File: src/rtl/uart_mmio_tx_if.sv
// uart_mmio_tx_if: MMIO write/ready handshake between the memory stage and the UART transmitter.
//   mmio_wea   master->slave  write strobe
//   mmio_dat   master->slave  32-bit write data, low byte is the character
//   mmio_read  slave->master  1 = FIFO not full, a write this cycle is accepted
interface uart_mmio_tx_if;
    logic        mmio_wea;
    logic [31:0] mmio_dat;
    logic        mmio_read;
    modport master (output mmio_wea, mmio_dat, input mmio_read);
    modport slave  (input mmio_wea, mmio_dat, output mmio_read);
endinterface

File: src/rtl/uart_mmio_tx.sv
// uart_mmio_tx: MMIO-fed TX FIFO plus 8N1 UART serialiser.
//   clk         system clock, posedge
//   Rst         synchronous active-high reset
//   bus         slave side of uart_mmio_tx_if (mmio_wea, mmio_dat in; mmio_read out)
//   tx          serial out, idle high, registered
//   tx_busy     frame in flight or bytes queued
//   fifo_count  bytes queued, not counting the byte in the shifter
//   overflow    sticky flag: a write was dropped because the FIFO was full
module uart_mmio_tx #(
    parameter int CLKS_PER_BIT = 868,
    parameter int FIFO_DEPTH   = 16
) (
    input  logic                            clk,
    input  logic                            Rst,
    uart_mmio_tx_if.slave                   bus,
    output logic                            tx,
    output logic                            tx_busy,
    output logic [$clog2(FIFO_DEPTH):0]     fifo_count,
    output logic                            overflow
);
    localparam int AW = $clog2(FIFO_DEPTH);
    localparam int CW = AW + 1;
    localparam int BW = $clog2(CLKS_PER_BIT);

    typedef enum logic [1:0] {IDLE, START, DATA, STOP} state_t;

    state_t          state_q, state_d;
    logic [BW-1:0]   baud_q, baud_d;
    logic [2:0]      bit_q, bit_d;
    logic [7:0]      shift_q, shift_d;
    logic            tx_q, tx_d;
    logic [AW-1:0]   wr_q, wr_d, rd_q, rd_d;
    logic [CW-1:0]   count_q, count_d;
    logic            overflow_q, overflow_d;
    logic [7:0]      mem_q [FIFO_DEPTH];
    logic            full, push, pop, bit_end;
    logic            unused_hi;

    assign unused_hi = ^bus.mmio_dat[31:8];

    // Fullness is judged before any same-cycle pop, so a write to a full FIFO is dropped even when IDLE pops.
    assign full    = count_q == CW'(FIFO_DEPTH);
    assign push    = bus.mmio_wea && !full;
    assign pop     = state_q == IDLE && count_q != '0;
    assign bit_end = baud_q == BW'(CLKS_PER_BIT - 1);

    assign bus.mmio_read = !full;
    assign tx            = tx_q;
    assign tx_busy       = state_q != IDLE || count_q != '0;
    assign fifo_count    = count_q;
    assign overflow      = overflow_q;

    always_comb begin
        wr_d       = push ? wr_q + 1'b1 : wr_q;
        rd_d       = pop ? rd_q + 1'b1 : rd_q;
        count_d    = count_q + CW'(push) - CW'(pop);
        overflow_d = overflow_q || (bus.mmio_wea && full);
        state_d    = state_q;
        baud_d     = (state_q == IDLE || bit_end) ? '0 : baud_q + 1'b1;
        bit_d      = bit_q;
        shift_d    = shift_q;
        // tx follows the current state one cycle later, keeping the pin glitch-free.
        tx_d       = state_q == START ? 1'b0 : state_q == DATA ? shift_q[0] : 1'b1;
        case (state_q)
            IDLE:  if (pop) begin
                       state_d = START;
                       shift_d = mem_q[rd_q];
                   end
            START: if (bit_end) begin
                       state_d = DATA;
                       bit_d   = '0;
                   end
            DATA:  if (bit_end) begin
                       shift_d = shift_q >> 1;
                       bit_d   = bit_q + 1'b1;
                       state_d = bit_q == 3'd7 ? STOP : DATA;
                   end
            STOP:  if (bit_end) state_d = IDLE;
        endcase
    end

    always_ff @(posedge clk) begin
        if (Rst) begin
            state_q    <= IDLE;
            baud_q     <= '0;
            bit_q      <= '0;
            shift_q    <= '0;
            tx_q       <= 1'b1;
            wr_q       <= '0;
            rd_q       <= '0;
            count_q    <= '0;
            overflow_q <= 1'b0;
        end else begin
            state_q    <= state_d;
            baud_q     <= baud_d;
            bit_q      <= bit_d;
            shift_q    <= shift_d;
            tx_q       <= tx_d;
            wr_q       <= wr_d;
            rd_q       <= rd_d;
            count_q    <= count_d;
            overflow_q <= overflow_d;
        end
    end

    always_ff @(posedge clk) begin
        if (push) mem_q[wr_q] <= bus.mmio_dat[7:0];
    end
endmodule

File: src/flat_wrapper.sv
// flat-port wrapper written by rule: the top's interface ports become plain ports
module uart_mmio_tx_flat 
#(
    parameter int CLKS_PER_BIT = 868,
    parameter int FIFO_DEPTH   = 16
)
  (clk, Rst, tx, tx_busy, fifo_count, overflow, bus_mmio_wea, bus_mmio_dat, bus_mmio_read);
  uart_mmio_tx_if bus_i ();
  input  logic clk;
  input  logic Rst;
  output logic tx;
  output logic tx_busy;
  output logic [$clog2(FIFO_DEPTH):0] fifo_count;
  output logic overflow;
  input wire logic [$bits(bus_i.mmio_wea)-1:0] bus_mmio_wea;
  input wire logic [$bits(bus_i.mmio_dat)-1:0] bus_mmio_dat;
  output wire logic [$bits(bus_i.mmio_read)-1:0] bus_mmio_read;
  assign bus_i.mmio_wea = bus_mmio_wea;
  assign bus_i.mmio_dat = bus_mmio_dat;
  assign bus_mmio_read = bus_i.mmio_read;
  uart_mmio_tx #(.CLKS_PER_BIT(CLKS_PER_BIT), .FIFO_DEPTH(FIFO_DEPTH)) u_core (.clk(clk), .Rst(Rst), .bus(bus_i), .tx(tx), .tx_busy(tx_busy), .fifo_count(fifo_count), .overflow(overflow));
endmodule
File: config.mk
export PLATFORM = sky130hd
export DESIGN_NAME = uart_mmio_tx_flat
export DESIGN_NICKNAME = d
export VERILOG_FILES = /design/src/rtl/uart_mmio_tx_if.sv /design/src/rtl/uart_mmio_tx.sv /design/src/flat_wrapper.sv
export SDC_FILE = /design/constraint.sdc
export NUM_CORES = 1
export LEC_CHECK = 0
export CORE_MARGIN = 5
export CORE_UTILIZATION = 45
export DETAILED_ROUTE_END_ITERATION = 8
export GPL_TIMING_DRIVEN = 1
export PLACE_DENSITY_LB_ADDON = 0.08
export SETUP_SLACK_MARGIN = 0.3
export SLEW_MARGIN = 15
export SYNTH_ARGS = -nofsm -noshare
export SYNTH_HDL_FRONTEND = slang
export SYNTH_SLANG_ARGS = --single-unit
export TNS_END_PERCENT = 100
File: constraint.sdc
create_clock -name clk -period 3.48 [get_ports clk]
set_clock_uncertainty 0.1 [all_clocks]
set_input_delay 0.348 -clock clk [delete_from_list [all_inputs] [get_ports clk]]
set_output_delay 0.348 -clock clk [all_outputs]
set_load 0.005 [all_outputs]
# Yosys cells after proc, flatten, opt, wreduce, memory -nomap -nowiden

Memories as Yosys holds them, arrays and structs flattened. A register that Yosys moved wholly into a read port is not among the register bits.
Cells that the tools add are included.

Input bits: 35
Word-level logic and storage cells: 60
Memories: 1
Output and inout bits: 9
Register bits: 38
Bits in writable memories: 128

Reduce and logical (&&, ||, !) cells: 16
Mux-type cells: 18
Eq/ne operators: 10
$add $sub $neg: 6

Memory list:

| name         | depth | width | read ports | clocked after memory_dff | wr ports | RTL line           | text |
|---|---|---|---|---|---|---|---|
| u_core.mem_q | 16    | 8     | 1          | 1                        | 1        | uart_mmio_tx.sv:35 | `logic [7:0] mem_q [FIFO_DEPTH];` |

Operators by type and width:

| operator              | number |
|---|---|
| $mux 8                | 2 |
| $pmux 8 s2            | 1 |
| $add 10x1->10 const B | 1 |
| $eq 10x10->1 const B  | 1 |
| $add 4x1->4 const B   | 2 |
| $mux 2                | 4 |
| $mux 4                | 2 |
| $ne 2x1->1 const B    | 4 |
| $pmux 2 s4            | 1 |
| $mux 3                | 2 |
| $pmux 3 s2            | 1 |
| $reduce_and 3->1      | 2 |
| $reduce_bool 2->1     | 3 |
| $add 5x1->5           | 1 |
| $eq 5x5->1 const B    | 1 |
| $mux 1                | 5 |
| $reduce_bool 5->1     | 1 |
| $sub 5x1->5           | 1 |
| $eq 2x2->1 const B    | 2 |
| $reduce_and 4->1      | 1 |
| $add 3x1->3 const B   | 1 |
| $eq 3x3->1 const B    | 1 |
| $logic_and 1x1->1     | 3 |
| $logic_or 1x1->1      | 3 |
| 4 further kinds       | 4 |

# Depth between registers and ports, before layout

Depth after elaboration: 5
Mapped depth: 11
Mapped depth without buffers: 11

# Least setup slack after synthesis

OpenSTA, ideal clock, no wires.

Kind: register -> register
Start: register u_core.count_q[3], in the netlist u_core.fifo_count[3]
End: register u_core.count_q[4], in the netlist u_core.fifo_count[4]
Slack: 0.609 ns
Clock period less this slack: 2.871 ns
Setup time: 0.071 ns
Stages on the path, launching flop included: 12
Data required time: 3.309 ns
Path buffers: 0
Arrival: 2.700 ns
Path through: dfxtp_1 inv_1 ha_1 or4b_2 nand3_1 o21ai_0 ha_1 fa_1 a21oi_1 nor2_1 or3_1 a21oi_1

Word-level cells in the longest chain between the ends: 5
Elaborated cells between the ends (all ways): 7
Classes of those cells: add/sub: 2; eq/ne: 1; reduce/logical: 4

RTL lines:

| element                | RTL line            | text |
|---|---|---|
| start, declared        | uart_mmio_tx.sv:33  | `logic [CW-1:0] count_q, count_d;` |
| start signal, assigned | uart_mmio_tx.sv:101 | `count_q <= count_d;` |
| $eq 5x5->1             | uart_mmio_tx.sv:42  | `assign full = count_q == CW'(FIFO_DEPTH);` |
| $logic_not 1->1        | uart_mmio_tx.sv:43  | `assign push = bus.mmio_wea && !full;` |
| $logic_and 1x1->1      | uart_mmio_tx.sv:43  |  |
| $add 5x1->5            | uart_mmio_tx.sv:56  | `count_d = count_q + CW'(push) - CW'(pop);` |
| $sub 5x1->5 (*)        | uart_mmio_tx.sv:56  |  |

Mark *: on every way between the ends. The rest lies on a longest branch, timed or not.
A chain may end at the register's enable or synchronous reset.

# Worst setup path after layout

Start: register u_core.count_q[2], in the netlist u_core.fifo_count[2]
End: register u_core.count_q[4], in the netlist u_core.fifo_count[4]

Same word-level chain as after synthesis.

==> summary.txt <==
Post-synthesis average cell area -> 15.1 um^2
R2R depth -> 11
First-pass GRT wire length -> 23000 um
Largest net degree at the start of global routing -> 40
Fin nets -> 558
Placeable Area -> 15300 um^2
Ys flop type -> edfxtp_1
Final WL -> 14400 um
Layout cells sized above 1 -> 0.153
Register area share after synthesis -> 0.661
Final slew viol count -> 0
Met3 wire len -> 586 um
DIE HEIGHT -> 136 um
Num CTS Buffers -> 17
Initial DRC Count -> 325
Crit-path cells -> inv_1 -> ha_1 -> or4b_4 -> nand3_2 -> o21ai_0 -> ha_1 -> fa_1 -> a21oi_1 -> nor2_1 -> or3_1 -> a21oi_1
Worst EP required -> 3.73 ns
DR WL met2 -> 7070 um
Worst-path fanout max -> 5
Area of the mapped netlist -> 7090 um^2
GRT Total Usage -> 0.169
Fin Hold WS -> 0.381 ns
Area contributors post-synth -> edfxtp_1, dfxtp_1, mux4_2
Final setup vio count -> 0
Drt wl/cell -> 19.8 um
Mapped Cells -> 469
Crit path launch type -> register
P&R area growth vs syn -> 14.5%
Synth cell count leaders -> edfxtp_1, nor2_1, dfxtp_1
Met1 WL -> 6650 um
Io pins -> 44
Row count -> 45
Crit path arrival time -> 3.07 ns
Ant. Diodes -> 0
Worst skew pair latency -> 0.42 ns
Area leader, netlist -> edfxtp_1
Fin. Hold Viols -> 0
Syn Nets -> 523
Total gr overflow -> 0
Initial antenna violation count -> 0
Synthesis Warnings -> 0
Outcome -> finished clean
WHS Path Cells -> 2
CTS tree -> done
Worst Hold Class -> register to register
Most frequent cell after synthesis -> edfxtp_1
Max_slew headroom -> 0.393
Global placement routability congestion -> 0.734
Final TNS setup -> 0 ns
Critical Path End Type -> register
Highest Clock Rate -> 354 MHz
Crit share post-route -> 0.812
Total clock sinks -> 170
Synth top area share -> 0.542
Worst path max stage delay -> 0.51 ns
Post-synth EDFFs -> 128
Total die area -> 18400 um^2
Root buffer cell -> clkbuf_16
Post-synth cell types -> 47
Starting Density -> 0.463
Total number of vias -> 3919
Vias in the first global route -> 4085
Pwr/cell area -> 715 nW/um^2
Max_cap viols -> 0
Post-DP HPWL -> 9150 um
Post-synth ARST share -> 0
Port buffer count -> 19
Seq cells post-synth -> 170
CTS HTree Levels -> 4
PnR Total Power -> 0.00580 W
Top Metal Used -> met4
Clk slew on worst S/H paths -> 0.06 ns
Clock buffer depth -> 2
Slew @ Worst Pin -> 0.907 ns
Max rail drop VDD -> 0.371 mV
PnR worst setup slack -> 0.655 ns
WS Path Type -> register to register
Pre-CTS setup slack -> 0.422 ns
Period minus WS final -> 2.83 ns
Slowest CP cell -> or4b_4
Chip Width -> 136 um
RSZ-0062 raised after global routing -> no
Vias per cell -> 5.38
DRT antenna net count -> 0
Leakage -> 2.69 nW
DRC viols -> 0
TritonRoute pass-1 iters -> 4
[path summary, 6_finish.rpt]
path	from	to	slack, ns
min reg2reg	u_core.overflow$_SDFF_PP0_	u_core.overflow$_SDFF_PP0_	0.38
min	u_core.overflow$_SDFF_PP0_	u_core.overflow$_SDFF_PP0_	0.38
max	u_core.fifo_count[2]$_SDFF_PP0_	u_core.fifo_count[4]$_SDFF_PP0_	0.65
max reg2reg	u_core.fifo_count[2]$_SDFF_PP0_	u_core.fifo_count[4]$_SDFF_PP0_	0.65
[worst max-delay path, delay by kind of cell, from the launching register on]
| kind | cells | cell delay [ns] |
|---|---|---|
| AO/OA/AOI/OAI | 3 | 0.40 |
| adder cells (fa/ha/maj) | 3 | 0.82 |
| buffers and inverters | 1 | 0.08 |
| flip-flops | 1 | 0.32 |
| AND/OR/NAND/NOR | 4 | 1.04 |
[repair_timing]
action / 4_1_cts / 5_1_grt
gates resized for setup: 0 / 2
buffers inserted: 0 / 0
setup endpoints to repair: 0 / 1
hold buffers: 0 / 0
[metal layers]
metal,track usage,vias to the layer above
li1,-,1885
met1,0.227,1973
met2,0.275,53
met3,0.0349,8
met4,0.0610,0
met5,0,-
[power breakdown]
group | total [W] | internal, W | switching (W) | leakage [nW]
clock network | 0.00168 | 0.000912 | 0.000772 | 0.250
registers | 0.00247 | 0.00234 | 0.000126 | 1.50
logic | 0.00165 | 0.000776 | 0.000877 | 0.936
total | 0.00580 | 0.00403 | 0.00178 | 2.69
[cell usage in the layout, fill, tap and decap left out, drive strengths merged, types with 9 or more instances in the layout]
cell type      count
a31oi             16
o21ai             12
dfxtp             42
a221oi            14
nand3             12
buf               19
nand2             16
and2              10
ha                18
nor2              44
mux4              26
clkdlybuf4s50     19
mux2i             16
inv               17
xor2               9
clkbuf            18
a21oi              9
edfxtp           128
[sequential cells by signal, summed over array words and instances, names as in the netlist, named ones only]
name and cells:
u_core.state_q 2, u_core.rd_q 4, u_core.mem_q 128, u_core.overflow 1, u_core.bit_q 3, u_core.shift_q 8, u_core.fifo_count 5, u_core.wr_q 4
u_core.baud_q 10, u_core.tx 1
[stage by stage]
step	cell area [um^2]	instances	util
6_report	8120	728	0.530
5_1_grt	8120	728	0.530
4_1_cts	8110	728	0.529
3_5_place_dp	7580	696	0.495
3_3_place_gp	7580	696	0.495
2_1_floorplan	7090	469	-
[final cells by class]
cell class | instances | area, um^2
clock inverters | 14 | 96.3
clock buffers | 18 | 429
inverters | 13 | 48.8
repair buffers | 38 | 345
multi-input cells | 264 | 2250
flip-flops and latches | 170 | 4690
fillers | 1289 | 7200
well taps | 211 | 264
[kinds of logic (layout without fill, tap and decap cells)]
| group | Yosys count | count (layout) | share of synthesized area |
|---|---|---|---|
| DFF | 170 | 170 | 0.661 |
| xor gates and xnor gates | 16 | 16 | 0.0198 |
| buffers and inverters | 35 | 83 | 0.0233 |
| muxes | 42 | 42 | 0.107 |
| and+or+nand+nor | 114 | 114 | 0.0819 |
| AOI/OAI and AO/OA | 73 | 73 | 0.0729 |
| adders and majority gates | 19 | 19 | 0.0346 |
(Power assumes the default switching activity.)
==> edit 1: new RTL, same settings <==
The output `tx` loses its register stage (`tx_q` becomes a continuous assignment).
--- a/src/rtl/uart_mmio_tx.sv
+++ b/src/rtl/uart_mmio_tx.sv
@@ -87,3 +87,2 @@
             shift_q    <= '0;
-            tx_q       <= 1'b1;
             wr_q       <= '0;
@@ -97,3 +96,2 @@
             shift_q    <= shift_d;
-            tx_q       <= tx_d;
             wr_q       <= wr_d;
@@ -105,2 +103,4 @@
 
+    assign tx_q = tx_d;
+
     always_ff @(posedge clk) begin
Formal check against the unedited RTL: not equivalent (a bounded check fails within 4 cycles, from zero or initial values and one cycle with Rst high).
==> edit 1 against the unedited design <==
Cell area is 1.3% higher. Sequential cell count is 1 lower. Worst setup slack better by 100 ps. Maximum frequency is 3.8% higher. Synthesized area is 0.39% higher. Cell count is 1.6% higher. Wire length is 0.77% higher. Sequential share of layout area is 0.96 points lower. Power is 7.3% higher. Largest power group unchanged.
==> edit 1: results <==
export IMPL_run_status="completed"
export IMPL_ir_drop_uv=373
export IMPL_ys_types=44
export IMPL_track_usage=0.170
export IMPL_cts_buffers_inserted=17
export IMPL_grt_max_degree=21
export IMPL_dr_pass1_iters=5
export IMPL_hpwl_mm=9.51
export IMPL_synth_area_leaders="edfxtp_1 (54%), dfxtp_1 (12%), mux4_2 (7.3%)"
export IMPL_clk_latency_ps=420
export IMPL_areaGrowthSynthToFinish_pct=15.5
export IMPL_layout_drive_gt1_share=0.145
export IMPL_async_flop_share=0
export IMPL_synth_nets=535
export IMPL_diodes=0
export IMPL_min_path_type="reg -> reg"
export IMPL_vias_per_cell=5.44
export IMPL_p_leak_nw=2.73
export IMPL_synth_enable_flop_cells=128
export IMPL_arrival_ps=2280
export IMPL_cts_buffer_depth=2
export IMPL_fin_nets=565
export IMPL_largestRegisters="u_core.mem_q (128), u_core.baud_q (10), u_core.shift_q (8)"
export IMPL_grt_pass1_wl_mm=23.2
export IMPL_antenna_found_initial=0
export IMPL_cp_max_fo=19
export IMPL_drtIter0Drc=301
export IMPL_post_cts_buffers=0
export IMPL_ys_seq_area_frac=0.655
export IMPL_wirelength_mm=14.5
export IMPL_cts_resized=0
export IMPL_gp_congestion=0.734
export IMPL_ys_warn_count=0
export IMPL_worstMarginPinSlew_ps=846
export IMPL_setup_viol=0
export IMPL_grt_pass1_vias=4117
export IMPL_ys_top_cells_by_count="edfxtp_1 (128), nor2_1 (47), dfxtp_1 (41)"
-- edit 1: path summary, 6_finish.rpt --
path | from | to | slack (ps) | cells past startpoint
max reg2reg | u_core.fifo_count[2] | u_core.fifo_count[4] | 760 | 10
min reg2reg | u_core.baud_q[0] | u_core.baud_q[0] | 360 | 1
min | u_core.baud_q[0] | u_core.baud_q[0] | 360 | 1
max | u_core.fifo_count[2] | tx_busy | 760 | 7
-- edit 1: layout make-up --
| cell class | instances | area (um2) |
|---|---|---|
| fillers | 1304 | 7490 |
| inverters | 21 | 78.8 |
| flip-flops and latches | 169 | 4670 |
| multi-input cells | 266 | 2250 |
| clock buffers | 18 | 429 |
| well taps | 216 | 270 |
| clock inverters | 14 | 209 |
| repair buffers | 36 | 318 |
-- edit 1: routing by layer --
| metal | wire length [um] | GRT usage |
|---|---|---|
| met1 | 6910 | 0.236 |
| met2 | 6940 | 0.269 |
| met3 | 574 | 0.0416 |
| met4 | 116 | 0.0470 |
| met5 | 0 | 0 |
-- edit 1: report_power, final --
group | total [W] | internal, W | switching, W
logic | 0.00170 | 0.000849 | 0.000851
registers | 0.00249 | 0.00232 | 0.000166
clock network | 0.00204 | 0.00122 | 0.000815
-- edit 1: critical path, cell delays in order (launching register included) --
cell and delay [ps]:
dfxtp_1 360, inv_1 80, ha_1 220, nor4b_2 170, buf_4 200, and2_1 190, inv_1 130, clkdlybuf4s50_1 520
-- edit 1: logic make-up after synthesis --
group / after synthesis / share of synthesized area
flip-flops: 169 / 0.655
multiplexers: 42 / 0.106
AO/OA/AOI/OAI: 63 / 0.0682
buffers and inverters: 46 / 0.0294
adder cells (fa/ha/maj): 19 / 0.0345
XOR/XNOR: 17 / 0.0209
AND/OR/NAND/NOR: 125 / 0.0853
-- edit 1: per-stage QoR --
| step | area (um2) | utilization | hold slack (ps) | worst slack, ps | std cells |
|---|---|---|---|---|---|
| 5_1_grt | 8220 | 0.523 | 403 | 520 | 740 |
| 2_1_floorplan | 7120 | - | 330 | 685 | 481 |
| 3_5_place_dp | 7580 | 0.483 | 353 | 798 | 708 |
| 6_report | 8220 | 0.523 | 363 | 757 | 740 |
| 4_1_cts | 8220 | 0.523 | 368 | 732 | 740 |
| 3_3_place_gp | 7580 | 0.483 | 351 | 825 | 708 |
==> edit 2: new RTL, same flow settings <==
Made on the original files. `FIFO_DEPTH` is set to 16 in 2 places; all go to 32.
--- a/src/rtl/uart_mmio_tx.sv
+++ b/src/rtl/uart_mmio_tx.sv
@@ -10,3 +10,3 @@
     parameter int CLKS_PER_BIT = 868,
-    parameter int FIFO_DEPTH   = 16
+    parameter int FIFO_DEPTH   = 32
 ) (
--- a/src/flat_wrapper.sv
+++ b/src/flat_wrapper.sv
@@ -4,3 +4,3 @@
     parameter int CLKS_PER_BIT = 868,
-    parameter int FIFO_DEPTH   = 16
+    parameter int FIFO_DEPTH   = 32
 )
Interface: changed (resized fifo_count); port bits go from 44 to 45. The function was not compared with the original's and may differ.
==> edit 2 against the unedited design <==
Wire length up 90%. Core utilization down 0.63 points. Synthesized area up 75%. Global-route usage up 0.72 points. Cell area up 74%. Maximum frequency down 6.3%. First-iteration DRC count up 46%. Clock power up 110%. Sequential cell count up 132. Via count up 74%. Worst setup slack worse by 190 ps. Power up 79%. Critical endpoint is now u_core.mem_q[20][0]. Largest cell class unchanged. Largest power group unchanged.
==> edit 2: results <==
export IMPL_fin_nets=874
export IMPL_layout_drive_gt1_share=0.154
export IMPL_globalRouteMet2Util=0.279
export IMPL_route_met3_wl_mm=1.72
export IMPL_wl_met1_mm=12.2
export IMPL_cts_buffers_inserted=34
export IMPL_p_leak_nw=4.64
export IMPL_p_comb_w=0.00248
export IMPL_grtUsageMet1=0.256
export IMPL_io_buffers=20
export IMPL_synth_area_leaders="edfxtp_1 (62%), dfxtp_1 (7.4%), mux4_2 (6.2%)"
export IMPL_power_w=0.0104
export IMPL_vias_per_cell=5.77
export IMPL_grtUsageMet3=0.0325
export IMPL_swShare=0.279
export IMPL_worstMarginPinSlew_ps=1030
export IMPL_wirelength_mm=27.4
export IMPL_synth_enable_flop_cells=256
export IMPL_htreeDepth=2
export IMPL_cts_buffer_depth=3
export IMPL_design_seq_count=302
export IMPL_arrival_ps=3040
export IMPL_nonClockBufferCount=42
export IMPL_drtIter0Drc=475
export IMPL_clk_latency_ps=510
export IMPL_inverters=23
export IMPL_track_usage=0.176
export IMPL_multi_input_cells=413
export IMPL_slowest_stage="nor2_1"
export IMPL_nFillCells=2184
export IMPL_synth_nets=833
export IMPL_buf_share=0.0276
export IMPL_cp_startpoint="u_core.fifo_count[2]"
export IMPL_hold_path_end="u_core.baud_q[0]"
export IMPL_hpwl_mm=17.7
export IMPL_run_status="completed"
export IMPL_multi_input_comb_area_um2=3500
export IMPL_grt_pass1_wl_mm=41.3
export IMPL_ir_drop_uv=347
export IMPL_ys_seq_area_frac=0.694
export IMPL_largestRegisters="u_core.mem_q (256), u_core.baud_q (10), u_core.shift_q (8)"
export IMPL_reg2regPathDepth=6
export IMPL_wl_met2_mm=13.0
export IMPL_cp_max_fo=8
export IMPL_min_delay_start="u_core.baud_q[0]"
export IMPL_ys_types=55
export IMPL_clkCellAreaFrac=0.0806
export IMPL_max_stage_delay_ps=770
export IMPL_multi_input_area_share=0.247
export IMPL_sh_seq_area=0.609
export IMPL_layout_setup_ws_ps=466
export IMPL_place_ws_ps=417
export IMPL_nClkBuffers=42
export IMPL_min_path_cells=1
-- edit 2: worst max path at each step --
stage,to,slack [ps],cells past startpoint
CTS,u_core.mem_q[23][2],420,6
floorplan,u_core.fifo_count[5],750,13
global route,u_core.mem_q[31][0],330,6
finish,u_core.mem_q[20][0],470,6
global placement,u_core.mem_q[23][3],470,4
detailed placement,u_core.mem_q[23][6],420,4
-- edit 2: cell families after synthesis --
group,Yosys count,synth area share
AOI/OAI and AO/OA,93,0.0572
xor gates and xnor gates,19,0.0134
and+or+nand+nor,176,0.0694
DFF,302,0.694
buffers and inverters,60,0.0244
muxes,102,0.118
adders and majority gates,23,0.0238
-- edit 2: through the flow --
step | instances | hold slack, ps | util
global route | 1181 | 383 | 0.524
detailed placement | 1121 | 357 | 0.482
floorplan | 775 | 330 | -
finish | 1181 | 360 | 0.524
global placement | 1121 | 345 | 0.482
CTS | 1181 | 370 | 0.524
